## config.mk

```make
export PLATFORM = sky130hd
export DESIGN_NAME = bch_enc_ctrl
export DESIGN_NICKNAME = d
export VERILOG_FILES = /design/src/rtl/bch_pkg.sv /design/src/rtl/bch_enc_ctrl.sv
export SDC_FILE = /design/constraint.sdc
export NUM_CORES = 1
export LEC_CHECK = 0
export BUFFER_PORTS_ARGS = -buffer_cell sky130_fd_sc_hd__buf_2
export CAP_MARGIN = 30
export CORE_AREA = 2 2 358 360
export CTS_BUF_LIST = sky130_fd_sc_hd__clkbuf_8
export DETAILED_ROUTE_END_ITERATION = 12
export DIE_AREA = 0 0 360 362
export SKIP_CTS_REPAIR_TIMING = 1
export SYNTH_ARGS = -nofsm -noshare
export SYNTH_HDL_FRONTEND = slang
export SYNTH_SLANG_ARGS = --single-unit
```

## constraint.sdc

```tcl
create_clock -name clk -period 3.4 [get_ports clk]
set_input_delay 0.34 -clock clk [delete_from_list [all_inputs] [get_ports clk]]
set_output_delay 0.34 -clock clk [all_outputs]
set_load 0.01 [all_outputs]
```

## src/rtl/bch_pkg.sv

```systemverilog
// Shared constants and state encoding for the BCH(255,191) encoder frame sequencer.
package bch_pkg;

    localparam int BCH_N   = 255;
    localparam int BCH_K   = 191;
    localparam int BCH_PAR = BCH_N - BCH_K;
    localparam int CNT_W   = 8;

    typedef enum logic [1:0] {
        IDLE = 2'd0,
        CLR  = 2'd1,
        RUN  = 2'd2,
        CAP  = 2'd3
    } state_t;

endpackage

```

## src/rtl/bch_enc_ctrl.sv

```systemverilog
// Frame sequencer for the bch_encoder shift-register datapath: accept, clear, shift K+1 steps, capture.
// Optional macro BCH_CTRL_SELFCHECK_EN adds a sticky sys_err flag for a corrupt systematic part.
module bch_enc_ctrl #(
    parameter int N     = bch_pkg::BCH_N,
    parameter int K     = bch_pkg::BCH_K,
    parameter int CNT_W = bch_pkg::CNT_W
) (
    input  logic            clk,
    input  logic            rst,
    input  logic            in_valid,
    output logic            in_ready,
    input  logic [K-1:0]    in_msg,
    output logic            enc_rst,
    output logic [K-1:0]    enc_msg,
    input  logic [N-1:0]    enc_codeword,
    output logic            out_valid,
    input  logic            out_ready,
    output logic [N-1:0]    out_codeword,
    output logic            busy,
    output logic [15:0]     frame_cnt
`ifdef BCH_CTRL_SELFCHECK_EN
    ,
    output logic            sys_err
`endif
);
    import bch_pkg::*;

    localparam logic [CNT_W-1:0] CNT_LAST = CNT_W'(K);

    state_t             state_r;
    logic [CNT_W-1:0]   cnt_r;
    logic               enc_rst_r;
    logic [K-1:0]       enc_msg_r;
    logic               out_valid_r;
    logic [N-1:0]       out_codeword_r;
    logic [15:0]        frame_cnt_r;
    logic               accept_s;
    logic               out_take_s;
    logic               cap_load_s;

    // Handshake qualifiers; a CAP load may coincide with downstream taking the old codeword.
    always_comb begin
        accept_s   = in_valid && in_ready;
        out_take_s = out_valid_r && out_ready;
        cap_load_s = (state_r == CAP) && (!out_valid_r || out_ready);
    end

    assign in_ready     = (state_r == IDLE) && !rst;
    assign busy         = (state_r != IDLE);
    assign enc_rst      = enc_rst_r;
    assign enc_msg      = enc_msg_r;
    assign out_valid    = out_valid_r;
    assign out_codeword = out_codeword_r;
    assign frame_cnt    = frame_cnt_r;

    // Frame sequencer FSM: holds the encoder in reset except while a frame is shifting or captured.
    always_ff @(posedge clk) begin
        if (rst) begin
            state_r   <= IDLE;
            cnt_r     <= {CNT_W{1'b0}};
            enc_rst_r <= 1'b1;
            enc_msg_r <= {K{1'b0}};
        end else begin
            case (state_r)
                IDLE: begin
                    enc_rst_r <= 1'b1;
                    if (accept_s) begin
                        enc_msg_r <= in_msg;
                        state_r   <= CLR;
                    end else begin
                        state_r   <= IDLE;
                    end
                end
                CLR: begin
                    enc_rst_r <= 1'b0;
                    cnt_r     <= {CNT_W{1'b0}};
                    state_r   <= RUN;
                end
                RUN: begin
                    enc_rst_r <= 1'b0;
                    cnt_r     <= cnt_r + {{(CNT_W-1){1'b0}}, 1'b1};
                    if (cnt_r == CNT_LAST) begin
                        state_r <= CAP;
                    end else begin
                        state_r <= RUN;
                    end
                end
                CAP: begin
                    // Encoder sits idle here and keeps its final codeword while we stall.
                    if (cap_load_s) begin
                        enc_rst_r <= 1'b1;
                        state_r   <= IDLE;
                    end else begin
                        enc_rst_r <= 1'b0;
                        state_r   <= CAP;
                    end
                end
                default: begin
                    enc_rst_r <= 1'b1;
                    state_r   <= IDLE;
                end
            endcase
        end
    end

    // Output codeword register and delivered-frame counter, decoupled from the encoder.
    always_ff @(posedge clk) begin
        if (rst) begin
            out_valid_r    <= 1'b0;
            out_codeword_r <= {N{1'b0}};
            frame_cnt_r    <= 16'h0000;
        end else begin
            if (cap_load_s) begin
                out_codeword_r <= enc_codeword;
                out_valid_r    <= 1'b1;
            end else if (out_take_s) begin
                out_valid_r    <= 1'b0;
            end else begin
                out_valid_r    <= out_valid_r;
            end
            if (out_take_s) begin
                frame_cnt_r <= frame_cnt_r + 16'h0001;
            end else begin
                frame_cnt_r <= frame_cnt_r;
            end
        end
    end

`ifdef BCH_CTRL_SELFCHECK_EN
    logic sys_err_r;
    assign sys_err = sys_err_r;

    // Sticky flag: the systematic bits of the finished codeword must equal the held message.
    always_ff @(posedge clk) begin
        if (rst) begin
            sys_err_r <= 1'b0;
        end else if ((state_r == CAP) && (enc_codeword[N-1:N-K] != enc_msg_r)) begin
            sys_err_r <= 1'b1;
        end else begin
            sys_err_r <= sys_err_r;
        end
    end
`endif

endmodule

```

; ---- After elaboration in Yosys (flattened, before gate mapping)
; Index checks and enable logic that the tools add are counted.
[op_classes]
n_addsub = 2
mul = 0
div = 0
order_cmp = 0
n_eq_ne = 4
shift = 0
mux = 9
bitwise_logic = 0
n_reduce_logical = 13
[op_table]
columns = operator, count
row1 = $add A16 B1 Y16 const B, 1
row2 = $pmux W8 S2, 1
row3 = $add A8 B1 Y8 const B, 1
row4 = $eq A8 B8 Y1 const B, 1
row5 = $pmux W2 S4, 1
row6 = $reduce_bool A2 Y1, 3
row7 = $mux W1, 5
row8 = $eq A2 B2 Y1 const B, 2
row9 = $logic_and A1 B1 Y1, 4
row10 = $pmux W1 S3, 1
row11 = $eq A2 B1 Y1 const B, 1
row12 = $logic_not A1 Y1, 2
row13 = $logic_not A2 Y1, 1
row14 = $mux W2, 1
row15 = $reduce_and A2 Y1, 1
row16 = $reduce_or A2 Y1, 1
row17 = $logic_or A1 B1 Y1, 1
[totals]
regBits = 474
latch_bits = 0
ram_bits = 0
mem_bits_ro = 0
input_bits = 450
output_inout_bits = 466
word_cells = 35
n_memories = 0

; ---- Logic depth before layout (Yosys ltp)
; Gate-level depths: netlist of run 1.
[depth]
depth_word = 5
ltp_mapped = 10
ltp_nobuf = 6

; ---- Least setup slack after synthesis of run 1
; No wires, ideal clock.
[synth_path]
path_kind = register -> register
from = register state_r[1]
to = register enc_msg_r[15] (netlist: enc_msg[15])
setup_ns = 0.130
t_arrival_ns = 1.618
t_required_ns = 3.270
setup_slack_ns = 1.652
path_stages_with_launch = 11
path_buffers = 4
period_less_slack_ns = 1.748
path_cell_list = dfxtp_1 inv_1 ha_1 nor2b_2 and2_1 buf_2 buf_4 buf_4 buf_4 nand2_1 o21ai_0
[synth_via]
elab_chain_cells = 4
[synth_rtl]
columns = element, line_no
row1 = start: declaration, bch_enc_ctrl.sv:30  ; state_t state_r;
row2 = start signal: assignment, bch_enc_ctrl.sv:59  ; state_r <= IDLE;
row3 = start signal: assignment, bch_enc_ctrl.sv:69  ; state_r <= CLR;
row4 = start signal: assignment, bch_enc_ctrl.sv:71  ; state_r <= IDLE;
row5 = $logic_not A2 Y1, bch_enc_ctrl.sv:48  ; assign in_ready = (state_r == IDLE) && !rst;
row6 = $logic_and A1 B1 Y1, bch_enc_ctrl.sv:48
row7 = via in_ready, bch_enc_ctrl.sv:11  ; output logic in_ready,
row8 = $logic_and A1 B1 Y1, bch_enc_ctrl.sv:43  ; accept_s = in_valid && in_ready;
row9 = $reduce_and A2 Y1 (no line), -
row10 = end signal: assignment, bch_enc_ctrl.sv:62  ; enc_msg_r <= {K{1'b0}};
row11 = end signal: assignment, bch_enc_ctrl.sv:68  ; enc_msg_r <= in_msg;
row12 = end: declaration, bch_enc_ctrl.sv:33  ; logic [K-1:0] enc_msg_r;
; The timed path passes the listed nets, and every way through them passes these cells.
; A chain may end at the register's enable or synchronous reset.

; ---- Worst setup path in the final report of run 1
[layout_path]
from = register state_r[1]
to = register out_codeword_r[11] (netlist: out_codeword[11])
[layout_via]
elab_chain_cells = 2
[layout_rtl]
columns = element, line_no
row1 = $eq A2 B2 Y1, bch_enc_ctrl.sv:45  ; cap_load_s = (state_r == CAP) && (!out_valid_r || out_ready);
row2 = $logic_and A1 B1 Y1, bch_enc_ctrl.sv:45
row3 = end signal: assignment, bch_enc_ctrl.sv:110  ; out_codeword_r <= {N{1'b0}};
row4 = end signal: assignment, bch_enc_ctrl.sv:114  ; out_codeword_r <= enc_codeword;
row5 = end: declaration, bch_enc_ctrl.sv:35  ; logic [N-1:0] out_codeword_r;
; Every way passes these cells.

==> impl_metrics.py, run 1 <==
metrics = {
    "run_status": {
        "outcome": "finished clean",
    },
    "finish": {
        "final_layout_size_suffix_gt1_share_pct": 30.93,
        "final_common_cell": "buf_2",
        "areaGrowthSynthToFinish_pct": 72.61,
        "final_core_util_pct": 23.32,
        "nets": 3874,
        "mostFrequentLayoutCells": "buf_2 (914), nand2_1 (709), dfxtp_1 (474)",
    },
    "setup_path": {
        "crit_buf_inv": 2,
        "cp_common_cell": "buf_4",
        "cp_cell_sequence": "ha_1 > buf_4 > and2_4 > buf_4 > nand2_1 > a21oi_1",
        "crit_slowest_cell": "buf_4",
        "crit_family": "buffers and inverters",
        "worstReg2RegEnd": "out_codeword[11]",
        "start_kind": "flop",
        "crit-reg2reg-launch": "state_r[1]",
        "r2r.worst_path.cells": 6,
        "cp-end-kind": "flop",
        "rrSetupSlack_ns": 1.14,
        "cpPeakStageDelay_ns": 0.54,
        "cp_max_fo": 46,
        "crit_arrival_ns": 2.91,
        "worst_ep_required_time_ns": 4.05,
        "path_class": "flop to flop",
    },
    "placed_design": {
        "post-place-ws_ns": 1.139,
        "gp_congestion": 0.8144,
        "io_buffers": 915,
        "dp_hpwl_um": 53920,
    },
    "yosys": {
        "yosysSeqAreaShare_pct": 55.44,
        "synth_top_cell_by_area": "dfxtp_1",
        "syn_avg_cell_area_um2": 8.194,
        "synth-seq-cells": 474,
        "yosysWarnings": 0,
        "synthTopCellsByArea": "dfxtp_1 (55%), nand2_1 (16%), a21oi_1 (7.7%)",
        "synth_nets": 2545,
        "netlist_instances": 2089,
        "synthesis.area_mm2": 0.01712,
        "synthDistinctLibCells": 36,
        "synth_top_area_share_pct": 55.44,
    },
    "route": {
        "via_per_inst": 3.741,
        "drt_iter0_drc": 1201,
        "ant_nets": 0,
        "drc": 0,
        "routedWlPerCell_um": 14.90,
        "drtPass1Iterations": 5,
        "wl_um": 76620,
        "num_vias": 19250,
    },
    "floorplan": {
        "die_h_um": 362,
        "coreArea_mm2": 0.1267,
        "ios": 916,
        "die_width_um": 360,
        "dieArea_mm2": 0.1303,
        "initial_utilization_pct": 13.51,
        "rows": 131,
    },
    "global_routing": {
        "antenna_found_initial": 4,
        "overflow": 0,
        "grtUsageMet3_pct": 3.927,
        "track_usage_pct": 10.32,
        "grt_max_degree": 186,
        "grt_util_met2_pct": 16.83,
        "grt_pass1_wl_um": 101500,
        "use_met1_pct": 11.30,
        "grt_pass1_vias": 16510,
        "global_route.peak_usage_layer": "met2",
    },
    "job": {
        "drv_cap": 0,
    },
    "sta": {
        "setup_tns_ns": 0,
        "maxSlewHeadroom_pct": 13.43,
        "rsz0062_at_grt": "no",
        "finalCritPeriodShare_pct": 66.53,
        "fmax_ghz": 0.4421,
        "drv_slew": 0,
        "fin_ws_ns": 1.138,
        "worst_pin_slew_ns": 1.299,
        "period_needed_ns": 2.262,
        "clock_skew_ns": 0.03417,
        "finalSetupViolCount": 0,
        "hold_viol_final": 0,
    },
    "pwr": {
        "power_frac_seq_pct": 42.3,
        "p_sw_share_pct": 32.04,
        "p_int_mw": 10.63,
        "power_switching_mw": 5.012,
        "ir_drop_mv": 0.3540,
        "p_per_area_mw_per_mm2": 529.4,
        "clockPowerShare_pct": 35.1,
        "combPwrFrac_pct": 22.6,
        "cellLeakagePower_nw": 12.75,
    },
    "clock_network": {
        "cts_tree": "yes",
        "clock_sinks": 474,
        "clk_pin_slew_ns": 0.06,
        "clk_path_buf_depth": 3,
        "htreeDepth": 3,
        "root_buffer": "clkbuf_8",
        "insertion_delay_ns": 0.76,
        "numCtsBuffers": 86,
    },
    "worst_hold_path": {
        "whs_path_depth": 2,
        "min_from": "rst",
        "min_path_type": "primary input to flop",
        "min_to": "frame_cnt[9]",
    },
}
## power groups by stage
| stage | Clock (mW) | Sequential (mW) | Combinational [mW] |
|---|---|---|---|
| floorplan | 0 | 7.00 | 1.34 |
| global placement | 0 | 6.70 | 3.08 |
| detailed placement | 0 | 6.71 | 3.11 |
| CTS | 5.74 | 6.61 | 3.12 |
| global route | 5.96 | 6.69 | 3.87 |
| finish | 5.48 | 6.62 | 3.54 |
## Yosys cell counts (all sizes together)
| master | count |
|---|---|
| o32a | 1 |
| a31o | 3 |
| nand3b | 2 |
| nand2b | 197 |
| buf | 65 |
| a21oi | 264 |
| o21ai | 193 |
| or3 | 4 |
| and2 | 2 |
| dfxtp | 474 |
| xor2 | 6 |
| nor4 | 4 |
| nor3 | 6 |
| inv | 8 |
| and3 | 1 |
| o21bai | 1 |
| clkbuf | 89 |
| nand4 | 5 |
| a211oi | 1 |
| ha | 6 |
| nand2 | 710 |
| nor2b | 3 |
| mux2 | 2 |
| nor2 | 27 |
| nand3 | 7 |
| xnor2 | 8 |
## worst max path at each step
| stage | start | slack, ns | cells after the start | endpoint |
|---|---|---|---|---|
| after floorplan | state_r[1] | 1.65 | 10 | enc_msg[15] |
| after global placement | out_ready | 1.22 | 6 | out_codeword[103] |
| after detailed placement | out_ready | 1.14 | 6 | out_codeword[168] |
| after CTS | state_r[1] | 1.08 | 4 | in_ready |
| after global routing | state_r[1] | 0.98 | 6 | out_codeword[11] |
| final | state_r[1] | 1.14 | 6 | out_codeword[11] |
## registers in the layout, indices dropped and copies added (netlist names)
register and flops:
cnt_r 8, enc_msg 191, enc_rst 1, frame_cnt 16
out_codeword 255, out_valid 1, state_r 2
## area by class of cell
class                      instances  area [um2]
antenna                            3       7.507
fill                           13670       97160
multi-input combinational       1453        6820
tap                             1662        2079
inverter                           8       30.03
timing repair buffer            1395        9397
clock buffer                     101        1390
clock inverter                    48       331.6
sequential                       474        9489
## metrics by stage
step / std cells / area (um2) / hold WS, ns / total power [mW]
final: 5144 / 29540 / 0.1055 / 15.64
after global placement: 4546 / 23350 / 0.4386 / 9.779
after detailed placement: 4546 / 23350 / 0.4436 / 9.826
after floorplan: 2089 / 17120 / 0.4486 / 8.332
after global routing: 5142 / 29540 / 0.004502 / 16.53
after CTS: 4695 / 25070 / -0.3529 / 15.47
## logic make-up after synthesis
kind of cell | synth area share [%]
DFF | 55.44
muxes | 0.1316
buffers and inverters | 4.788
adders and majority gates | 0.4386
and+or+nand+nor | 24.82
AOI/OAI and AO/OA | 13.66
xor gates and xnor gates | 0.7164
## worst register-to-register path, cell delays in order, from the launching register on
cell     delay (ns)
dfxtp_1        0.40
ha_1           0.17
buf_4          0.15
and2_4         0.50
buf_4          0.63
nand2_1        0.14
a21oi_1        0.20
## routing by layer
| layer | part of all wire [%] | vias to the layer above |
|---|---|---|
| li1 | - | 9374 |
| met1 | 38 | 8792 |
| met2 | 48 | 874 |
| met3 | 8.6 | 204 |
| met4 | 5.4 | 2 |
| met5 | 0.017 | - |
Note: power is estimated with default switching activity, not from simulation.
==> run 2, diff against run 1 <==
--- a/config.mk
+++ b/config.mk
@@ -7,10 +7,10 @@
 export LEC_CHECK = 0
 export BUFFER_PORTS_ARGS = -buffer_cell sky130_fd_sc_hd__buf_2
 export CAP_MARGIN = 30
-export CORE_AREA = 2 2 358 360
+export CORE_AREA = 2 2 352 354
 export CTS_BUF_LIST = sky130_fd_sc_hd__clkbuf_8
 export DETAILED_ROUTE_END_ITERATION = 12
-export DIE_AREA = 0 0 360 362
+export DIE_AREA = 0 0 354 356
 export SKIP_CTS_REPAIR_TIMING = 1
 export SYNTH_ARGS = -nofsm -noshare
 export SYNTH_HDL_FRONTEND = slang
==> constraint.sdc (replaced) <==
create_clock -name clk -period 2.35 [get_ports clk]
set_input_delay 0.235 -clock clk [delete_from_list [all_inputs] [get_ports clk]]
set_output_delay 0.235 -clock clk [all_outputs]
set_load 0.01 [all_outputs]
==> impl_metrics.py, run 2 (synthesis gave the netlist of run 1 again) <==
metrics = {
    "setup_path": {
        "cp-end-kind": "primary output",
        "crit_arrival_ns": 1.80,
        "cp_max_fo": 5,
        "start_kind": "flop",
        "path_class": "flop to primary output",
        "rrSetupSlack_ns": 0.34,
        "cpPeakStageDelay_ns": 0.40,
        "worst_ep_required_time_ns": 2.12,
        "crit_slowest_cell": "dfxtp_1",
        "crit_buf_inv": 2,
        "crit_family": "flip-flops",
        "cp_cell_sequence": "inv_1 > ha_1 > nor2b_2 > buf_2",
    },
    "route": {
        "ant_nets": 0,
        "routedWlPerCell_um": 15.23,
        "wl_um": 78220,
        "drt_iter0_drc": 1674,
        "via_per_inst": 3.757,
        "drc": 0,
        "num_vias": 19290,
        "drtPass1Iterations": 5,
    },
    "sta": {
        "period_needed_ns": 2.031,
        "finalCritPeriodShare_pct": 86.42,
        "clock_skew_ns": 0.05217,
        "maxSlewHeadroom_pct": 25.76,
        "finalSetupViolCount": 0,
        "rsz0062_at_grt": "no",
        "setup_tns_ns": 0,
        "hold_viol_final": 0,
        "fmax_ghz": 0.4924,
        "drv_slew": 0,
        "worst_pin_slew_ns": 1.114,
    },
    "finish": {
        "nets": 3886,
        "areaGrowthSynthToFinish_pct": 73.39,
        "mostFrequentLayoutCells": "buf_2 (914), nand2_1 (709), dfxtp_1 (474)",
        "final_common_cell": "buf_2",
        "final_layout_size_suffix_gt1_share_pct": 30.89,
        "postLayoutCellArea_mm2": 0.02968,
        "largest_reg_flops": 255,
    },
    "job": {
        "drv_cap": 0,
    },
    "global_routing": {
        "grt_pass1_vias": 16020,
        "antenna_found_initial": 9,
        "track_usage_pct": 10.72,
        "overflow": 0,
        "grt_max_degree": 177,
        "grt_pass1_wl_um": 101700,
    },
    "pwr": {
        "clockPowerShare_pct": 35.2,
        "combPwrFrac_pct": 22.8,
        "power_frac_seq_pct": 42.0,
        "ir_drop_mv": 0.4739,
        "power_mw": 22.82,
        "cellLeakagePower_nw": 12.82,
        "p_int_mw": 15.50,
        "power_switching_mw": 7.320,
        "p_per_area_mw_per_mm2": 769.0,
        "p_sw_share_pct": 32.07,
    },
    "floorplan": {
        "die_width_um": 354,
        "rows": 129,
        "die_h_um": 356,
        "coreArea_mm2": 0.1227,
        "ios": 916,
        "dieArea_mm2": 0.1260,
        "initial_utilization_pct": 13.95,
    },
    "clock_network": {
        "root_buffer": "clkbuf_8",
        "clk_path_buf_depth": 3,
        "numCtsBuffers": 88,
        "clock_sinks": 474,
        "clk_pin_slew_ns": 0.06,
        "insertion_delay_ns": 0.74,
        "htreeDepth": 3,
        "cts_tree": "yes",
    },
    "placed_design": {
        "placed_cell_area_mm2": 0.02339,
        "io_buffers": 915,
        "dp_hpwl_um": 55440,
        "gp_congestion": 0.8692,
    },
    "run_status": {
        "outcome": "finished clean",
    },
    "worst_hold_path": {
        "min_path_type": "primary input to flop",
    },
}
## run 2: changes by cell type in the layout (fill, tap and decap cells not counted), moves of 2 or more
cell | previous run | this run
buf_12 | 7 | 11
bufinv_16 | 2 | 4
clkbuf_8 | 101 | 97
clkinv_8 | 3 | 1
diode_2 | 3 | 9
dlygate4sd3_1 | 446 | 453
inv_1 | 38 | 40
inv_12 | 3 | 1
inv_8 | 0 | 3
## run 2: tightest hold or removal path, delay by kind of cell
family / cells / cell delay, ns
and+or+nand+nor: 1 / 0.03
AOI/OAI and AO/OA: 1 / 0.05
buffers and inverters: 2 / 0.61
## run 2: final timing paths
check | from | to | depth (start not counted)
setup reg to reg | out_valid | out_codeword[237] | 5
hold / removal | in_msg[85] | enc_msg[85] | 4
hold reg to reg | out_codeword[209] | out_codeword[209] | 2
setup / recovery | state_r[1] | in_ready | 4
## run 2: area by class of cell
| class | instances | area, um2 |
|---|---|---|
| Multi-Input combinational cell | 1453 | 6820 |
| Clock inverter | 53 | 394.1 |
| Timing Repair Buffer | 1405 | 9539 |
| Antenna cell | 9 | 22.52 |
| Fill cell | 13190 | 92990 |
| Inverter | 8 | 30.03 |
| Tap cell | 1637 | 2048 |
| Clock buffer | 97 | 1335 |
| Sequential cell | 474 | 9489 |
## run 2: power groups by stage
stage	clock [mW]	combinational, mW	sequential (mW)
2_1_floorplan	0	1.93	10.1
3_3_place_gp	0	4.56	9.69
3_5_place_dp	0	4.59	9.72
4_1_cts	8.37	4.60	9.56
5_1_grt	8.74	5.69	9.68
6_report	8.04	5.20	9.58
## run 2: per-stage QoR
step	utilization (%)	cells	hold WS, ns	setup WS, ns
2_1_floorplan	-	2089	0.3436	0.6022
3_3_place_gp	19.07	4524	0.4274	0.4426
3_5_place_dp	19.07	4524	0.4337	0.4100
4_1_cts	20.48	4674	-0.4712	0.1390
5_1_grt	24.19	5134	0.1225	0.1307
6_report	24.19	5136	0.2090	0.3192
## run 2: layer usage
layer / track usage (%) / vias up / wire length (um)
li1: - / 9408 / -
met1: 12.48 / 8848 / 31130
met2: 17.04 / 874 / 36820
met3: 4.953 / 162 / 7891
met4: 4.220 / 2 / 2362
met5: 0 / - / 13
